--- src/rtl/reset_seq_pkg.sv ---
// Shared definitions for the reset sequencer: state encoding, the default
// reset vector and the counter-width helper.
package reset_seq_pkg;

   typedef enum logic [1:0] {
      HOLD    = 2'd0,
      PCWR    = 2'd1,
      RELEASE = 2'd2,
      RUN     = 2'd3
   } state_t;

   localparam logic [31:0] DEF_RESET_VEC = 32'h0000_1000;

   // Width needed to hold the larger of the two programmable intervals.
   function automatic int cnt_width(input int hold_cycles, input int stage_gap);
      int m;
      m = (hold_cycles > stage_gap) ? hold_cycles : stage_gap;
      return $clog2(m + 1);
   endfunction

endpackage

--- src/rtl/reset_seq_timer.sv ---
// Loadable up-counter with synchronous clear and terminal-count flag.
// Saturates at all ones so it can never wrap back into range.
module reset_seq_timer #(
   parameter int W = 3
) (
   input  logic         clk,
   input  logic         rst,
   input  logic         clr,
   input  logic         load,
   input  logic         inc,
   input  logic [W-1:0] load_val,
   input  logic [W-1:0] term,
   output logic         tc
);

   localparam logic [W-1:0] MAX = '1;

   logic [W-1:0] cnt;

   // Counter register: clear beats load beats increment.
   // NOTE: sequential state uses non-blocking (<=) so every register samples pre-edge values.
   always_ff @(posedge clk or posedge rst) begin
      if (rst) begin
         cnt <= '0;
      end else if (clr) begin
         cnt <= '0;
      end else if (load) begin
         cnt <= load_val;
      end else if (inc && (cnt != MAX)) begin
         cnt <= cnt + 1'b1;
      end
   end

   assign tc = (cnt == term);

endmodule

--- src/rtl/reset_seq.sv ---
// Reset sequencer: holds the core, pulses the reset-vector write to r_pc,
// then releases N_CH downstream resets in ascending order.
// Optional feature macro RESET_SEQ_BOOTSEL_EN adds BOOT_SEL / ALT_VEC to
// choose an alternate boot vector, sampled on the HOLD->PCWR edge.
module reset_seq
   import reset_seq_pkg::*;
#(
   parameter int              XLEN        = 32,
   parameter logic [XLEN-1:0] RESET_VEC   = XLEN'(DEF_RESET_VEC),
   parameter int              N_CH        = 3,
   parameter int              HOLD_CYCLES = 4,
   parameter int              STAGE_GAP   = 2
`ifdef RESET_SEQ_BOOTSEL_EN
   ,parameter logic [XLEN-1:0] ALT_VEC    = '0
`endif
) (
   input  logic            CLK,
   input  logic            RST,
   input  logic            ACT,
`ifdef RESET_SEQ_BOOTSEL_EN
   input  logic            BOOT_SEL,
`endif
   output logic [XLEN-1:0] r_pc_D,
   output logic            r_pc_WE,
   output logic [N_CH-1:0] rst_out,
   output logic            BUSY,
   output logic            DONE
);

   localparam int CNT_W = cnt_width(HOLD_CYCLES, STAGE_GAP);
   localparam int CH_W  = $clog2(N_CH + 1);

   state_t            state, state_nx;
   logic [CH_W-1:0]   ch, ch_nx;
   logic [N_CH-1:0]   rst_out_nx;
   logic [N_CH-1:0]   ch_mask;
   logic [XLEN-1:0]   r_pc_D_nx;
   logic [XLEN-1:0]   pc_vec;
   logic              r_pc_WE_nx;
   logic              busy_nx;
   logic              done_nx;
   logic              t_clr;
   logic              t_inc;
   logic              t_tc;
   logic [CNT_W-1:0]  t_term;

`ifdef RESET_SEQ_BOOTSEL_EN
   assign pc_vec = BOOT_SEL ? ALT_VEC : RESET_VEC;
`else
   assign pc_vec = RESET_VEC;
`endif

   assign ch_mask = N_CH'(1) << ch;

   reset_seq_timer #(
      .W (CNT_W)
   ) u_timer (
      .clk      (CLK),
      .rst      (RST),
      .clr      (t_clr),
      .load     (1'b0),
      .inc      (t_inc),
      .load_val ('0),
      .term     (t_term),
      .tc       (t_tc)
   );

   // Next-state and next-output logic; ACT overrides every transition.
   // NOTE: every signal gets a default first so no path through the block infers a latch.
   always_comb begin
      state_nx   = state;
      ch_nx      = ch;
      rst_out_nx = rst_out;
      r_pc_WE_nx = 1'b0;
      r_pc_D_nx  = '0;
      busy_nx    = BUSY;
      done_nx    = DONE;
      t_clr      = 1'b0;
      t_inc      = 1'b0;
      t_term     = (state == RELEASE) ? CNT_W'(STAGE_GAP - 1) : CNT_W'(HOLD_CYCLES - 1);

      if (ACT) begin
         state_nx   = HOLD;
         ch_nx      = '0;
         rst_out_nx = '1;
         busy_nx    = 1'b1;
         done_nx    = 1'b0;
         t_clr      = 1'b1;
      end else begin
         case (state)
            HOLD: begin
               if (t_tc) begin
                  state_nx   = PCWR;
                  r_pc_WE_nx = 1'b1;
                  r_pc_D_nx  = pc_vec;
                  t_clr      = 1'b1;
               end else begin
                  t_inc = 1'b1;
               end
            end
            PCWR: begin
               // ch is 0 here, so the mask releases channel 0.
               rst_out_nx = rst_out & ~ch_mask;
               ch_nx      = CH_W'(1);
               t_clr      = 1'b1;
               if (N_CH == 1) begin
                  state_nx = RUN;
                  busy_nx  = 1'b0;
                  done_nx  = 1'b1;
               end else begin
                  state_nx = RELEASE;
               end
            end
            RELEASE: begin
               if (t_tc) begin
                  rst_out_nx = rst_out & ~ch_mask;
                  ch_nx      = ch + CH_W'(1);
                  t_clr      = 1'b1;
                  if (ch == CH_W'(N_CH - 1)) begin
                     state_nx = RUN;
                     busy_nx  = 1'b0;
                     done_nx  = 1'b1;
                  end
               end else begin
                  t_inc = 1'b1;
               end
            end
            RUN: begin
               state_nx = RUN;
            end
            default: begin
               state_nx = HOLD;
            end
         endcase
      end
   end

   // State and registered outputs, reset asynchronously to the hold condition.
   always_ff @(posedge CLK or posedge RST) begin
      if (RST) begin
         state   <= HOLD;
         ch      <= '0;
         rst_out <= '1;
         r_pc_WE <= 1'b0;
         r_pc_D  <= '0;
         BUSY    <= 1'b1;
         DONE    <= 1'b0;
      end else begin
         state   <= state_nx;
         ch      <= ch_nx;
         rst_out <= rst_out_nx;
         r_pc_WE <= r_pc_WE_nx;
         r_pc_D  <= r_pc_D_nx;
         BUSY    <= busy_nx;
         DONE    <= done_nx;
      end
   end

endmodule
--- config.mk ---
export PLATFORM = sky130hd
export DESIGN_NAME = reset_seq
export DESIGN_NICKNAME = d
export VERILOG_FILES = /design/src/rtl/reset_seq_pkg.sv /design/src/rtl/reset_seq_timer.sv /design/src/rtl/reset_seq.sv
export SDC_FILE = /design/constraint.sdc
export NUM_CORES = 1
export LEC_CHECK = 0
export BUFFER_PORTS_ARGS = -buffer_cell sky130_fd_sc_hd__clkbuf_2
export CAP_MARGIN = 20
export CORE_MARGIN = 5
export CORE_UTILIZATION = 50
export CTS_CLUSTER_SIZE = 16
export DETAILED_ROUTE_END_ITERATION = 8
export HOLD_SLACK_MARGIN = 0.08
export PLACE_DENSITY = 0.83
export SETUP_SLACK_MARGIN = 0.4
export SYNTH_ARGS = -nofsm -noshare
export SYNTH_HDL_FRONTEND = slang
export SYNTH_SLANG_ARGS = --single-unit
--- constraint.sdc ---
create_clock -name CLK -period 3.05 [get_ports CLK]
set_clock_uncertainty 0.2 [all_clocks]
set_input_delay 0.915 -clock CLK [delete_from_list [all_inputs] [get_ports CLK]]
set_output_delay 0.915 -clock CLK [all_outputs]
set_load 0.01 [all_outputs]
== After elaboration in Yosys (flattened, before gate mapping) ==
Index checks and enable logic that the tools add are counted.
W data, S select, Z words.
Word-level totals
  flip-flop bits (word level): 45
  memories: 0
  RAM bits: 0
  output and inout bits: 38
  bits in latches: 0
  logic and storage cells: 66
  bits in read-only memories: 0
Cells by class
  add/subtract/negate cells: 2
  divide/modulo/power cells: 0
  multipliers: 0
  equal/unequal tests: 9
  bitwise operators: 2
  reduce and logical (&&, ||, !) cells: 11
  mux-type cells: 33
  $lt $le $gt $ge: 0
  shifts and indexed selects: 1
Operator list (number)
  $mux W13: 3
  $mux W1: 15
  $mux W2: 7
  $mux W3: 4
  $ne A3 B3 Y1 const B: 3
  $pmux W2 S4: 1
  $reduce_bool A2 Y1: 4
  $eq A2 B2 Y1 const B: 3
  $pmux W3 S2: 1
  $reduce_and A3 Y1: 2
  $pmux W2 S2: 1
  $add A3 B1 Y3 const B: 1
  $and A3 B3 Y3: 1
  $eq A3 B2 Y1: 1
  $ne A3 B2 Y1 const B: 1
  $not A3 Y3: 1
  $reduce_bool A3 Y1: 1
  $shl A1 B2 Y3 const A: 1
  $add A2 B1 Y2 const B: 1
  $eq A2 B1 Y1 const B: 1
  $logic_not A2 Y1: 1
  $pmux W1 S2: 1
  $reduce_and A2 Y1: 1
  $reduce_or A2 Y1: 1
  $logic_and A1 B1 Y1: 1

== Logic depth before layout (Yosys ltp) ==
  word-level depth: 9
  mapped depth: 6
  gate-level depth less buffers: 6

== Modules after synthesis ==
A second synthesis with hierarchy kept.
Second synthesis, totals
  cell total of the unflattened synthesis: 106
  area total of the unflattened synthesis: 1007.2 sq um
Modules (own cells, without submodules)
  reset_seq: seq. area each 255.2 sq um, instances 1, area each 768.2 sq um, cells an instance 82
  reset_seq_timer: seq. area each 75.1 sq um, instances 1, area each 239.0 sq um, cells an instance 24

== Worst setup path after synthesis ==
Ideal clock, no wire load.
  kind: input to register
  start: in ACT
  end: reg u_timer.cnt[2]
  library setup time: 0.104 ns
  stages on the path: 3
  slack: 1.253 ns
  data arrival time: 1.493 ns
  cells stage by stage: nor3_2 -> o21ai_0 -> a221oi_1
Between the ends
  word-level cells in the longest chain between the ends: 3
  elaborated cells between the ends (all ways): 5
  those cells by class: mux: 3; reduce/logical: 2
Ends and longest elaborated chain
  from (decl): line reset_seq.sv:19  | input logic ACT,
  $mux W1: line reset_seq.sv:82  | if (ACT) begin
  $logic_and A1 B1 Y1: line reset_seq_timer.sv:29  | end else if (inc && (cnt != MAX)) begin
  $reduce_bool A2 Y1 (no source line)
  to (signal assigned): line reset_seq_timer.sv:28  | cnt <= load_val;
  to (signal assigned): line reset_seq_timer.sv:30  | cnt <= cnt + 1'b1;
  to (decl): line reset_seq_timer.sv:18  | logic [W-1:0] cnt;
Parallel ways exist; a longest one is shown, timed or not.
A chain may end at the register's enable or synchronous reset.

== Worst setup path in the final report ==
  start: reg BUSY
  end: out BUSY
RTL lines
  from (decl): line reset_seq.sv:26  | output logic BUSY,
  from (signal assigned): line reset_seq.sv:154  | BUSY <= busy_nx;
No word-level cell between the ends.

==> out/results.txt <==
Status: finished, final reports clean
Arrival @ worst endpoint: 0.93 ns
FFs w/ async S/R, synth: 1.000
Clk slew on worst S/H paths: 0.07 ns
Dpl cell area: 887.1 um^2
Placed wire-length estimate: 1284 um
Crit path time final: 2.045 ns
Pwr/cell area: 407.3 nW/um^2
Avg Cell Area, Syn: 9.128 um^2
Final worst-path cycle share: 0.6704
Wire length per cell: 11.54 um
Max-slew violations: 0
Initial antenna violation count: 0
WP buf/inv: 1
H-tree lvl count: 1
Final ANT Viol Nets: 0
Critical path, cell by cell: clkbuf_2
Final hold violations: 0
Post-layout instance area: 913.4 um^2
Delay-heaviest family, CP: flip-flops
Critical path class: flop to output pin
Crit end category: output pin
CP peak stage delay: 0.54 ns
Critical path data required time: 1.93 ns
Largest net degree at the start of global routing: 15
Clock Latency Late Sink: 0.27 ns
Max-Cap Viols: 0
Netlist cell types: 31
Post-synth EDFFs: 0
Gr usage total: 0.1166
GRT overflow: 0
Routed vias/inst: 4.558
Worst Path Max Fanout: 2
Core ar.: 1783 um^2
Via count: 629
Global-route wire length before repair: 2442 um
Max IR drop VDD: 0.2045 mV
Clock sinks: 13
Ys Warns: 0
Area leader, netlist: buf_4
Die height: 53.78 um
# setup viols final: 0
CTS root buf: clkbuf_4
Die Wd: 53.78 um
Fin nets: 122
Synthesis-stage register bit count: 13
Gpl congestion: 0.8809
CP max-delay cell: dfstp_2
IO Port Bufs: 9
Fraction of layout cells with a size suffix above 1: 0.1858
Top-area cell type share of the netlist area: 0.2507
Total negative slack: 0 ns
Worst min-delay path class: flop to flop
CTS resizes: 0
Setup Fix Bufs, Post-CTS: 0
CTS tree: built
Mapped Area: 958.4 um^2
Cell Rows: 15
Boundary Pins: 41
Starting Density: 0.5375
Ys flop type: dfrtp_1
Vias in the first global route: 593
Mapped Cells: 105
Drt first-iter violations: 4
Area Overhead vs Synth: -4.700%
RSZ-0062 raised after global routing: false
Residual DRC: 0
Most common cell after layout, fill and taps aside: conb_1
F_max: 0.4890 GHz
Critical Path Start Type: flop
Static leakage: 0.4525 nW
Pre-antenna DRT Iters: 4
Seq/Total Area, Yosys: 0.3446
Maximum root-to-sink buffer count: 2
DRT Wirelength: 1592 um
Synth top area cells: buf_4 (25%), dfrtp_1 (23%), dfstp_2 (11%), ha_1 (6.5%), inv_1 (3.5%)
Diode count: 0
Most frequent cells in the layout: conb_1 (31), dfrtp_1 (9), inv_1 (9), clkbuf_2 (9), nand2_1 (7)
Inserted Clock Buffers: 3
Die area: 2892 um^2
Post-CTS Hold Fix Bufs: 0
==> cells by family (layout without fill, tap and decap cells) <==
group | count (synthesis) | after routing | share of synthesized area
AOI/OAI and AO/OA | 20 | 20 | 0.1332
xor gates and xnor gates | 1 | 1 | 0.009140
adders and majority gates | 5 | 5 | 0.06527
buffers and inverters | 44 | 22 | 0.3068
DFF | 13 | 13 | 0.3447
other | 1 | 31 | 0.003913
and+or+nand+nor | 21 | 21 | 0.1371
==> state kept, by name, indices dropped and copies added, names as in the netlist <==
| register | count |
|---|---|
| rst_out | 3 |
| u_timer.cnt | 3 |
| ch | 2 |
| state | 2 |
| BUSY | 1 |
| DONE | 1 |
| r_pc_D | 1 |
==> layer usage <==
layer / up-vias / track usage / routed length, um
li1: 299 / - / -
met1: 289 / 0.1231 / 603
met5: - / 0 / 0
met2: 36 / 0.2177 / 784
met4: 0 / 0.06383 / 36
met3: 5 / 0.01662 / 167
==> final timing paths <==
path,from,to,slack (ns),depth (start not counted)
worst max-delay path,BUSY,BUSY,1.01,1
worst min-delay path,rst_out[1],rst_out[1],0.31,1
worst max register to register,u_timer.cnt[1],u_timer.cnt[2],1.17,5
worst min register to register,rst_out[1],rst_out[1],0.31,1
max in group asynchronous,RST,BUSY,1.88,2
min in group asynchronous,RST,DONE,0.42,2
==> stage by stage <==
step                worst slack (ns)  instances  total power, W    util  hold slack [ns]
CTS                           0.9956        138       0.0003748  0.5123           0.3127
floorplan                      1.253        135       0.0002855       -           0.3186
finish                         1.005        138       0.0003720  0.5123           0.3095
detailed placement            0.8724        134       0.0002713  0.4975           0.3014
global route                  0.9720        138       0.0003931  0.5123           0.3217
global placement              0.9605        134       0.0002672  0.4975           0.2987
==> area by class of cell <==
cell class              count  area, um^2
clock buffers               4       26.28
flip-flops and latches     13       330.3
well taps                  25       31.28
fillers                   175       869.6
multi-input cells          78       446.7
repair buffers              9       45.04
inverters                   9       33.78
==> synthesized netlist by cell type (2+ instances only) <==
| library cell | count |
|---|---|
| buf_4 | 32 |
| a21o_1 | 4 |
| o21ai_1 | 2 |
| nand2_1 | 7 |
| nor2_1 | 3 |
| inv_1 | 9 |
| nor3_2 | 2 |
| ha_1 | 5 |
| o21ai_0 | 3 |
| dfstp_2 | 4 |
| a21oi_1 | 6 |
| dfrtp_1 | 9 |
==> power by group <==
group / internal [W] / total (W) / switching (W) / leakage, nW
Sequential: 0.000184 / 0.000197 / 0.0000131 / 0.163
Clock: 0.0000507 / 0.000103 / 0.0000524 / 0.0150
Combinational: 0.0000231 / 0.0000723 / 0.0000492 / 0.274
Total: 0.000257 / 0.000372 / 0.000115 / 0.452
(Power assumes the default switching activity.)
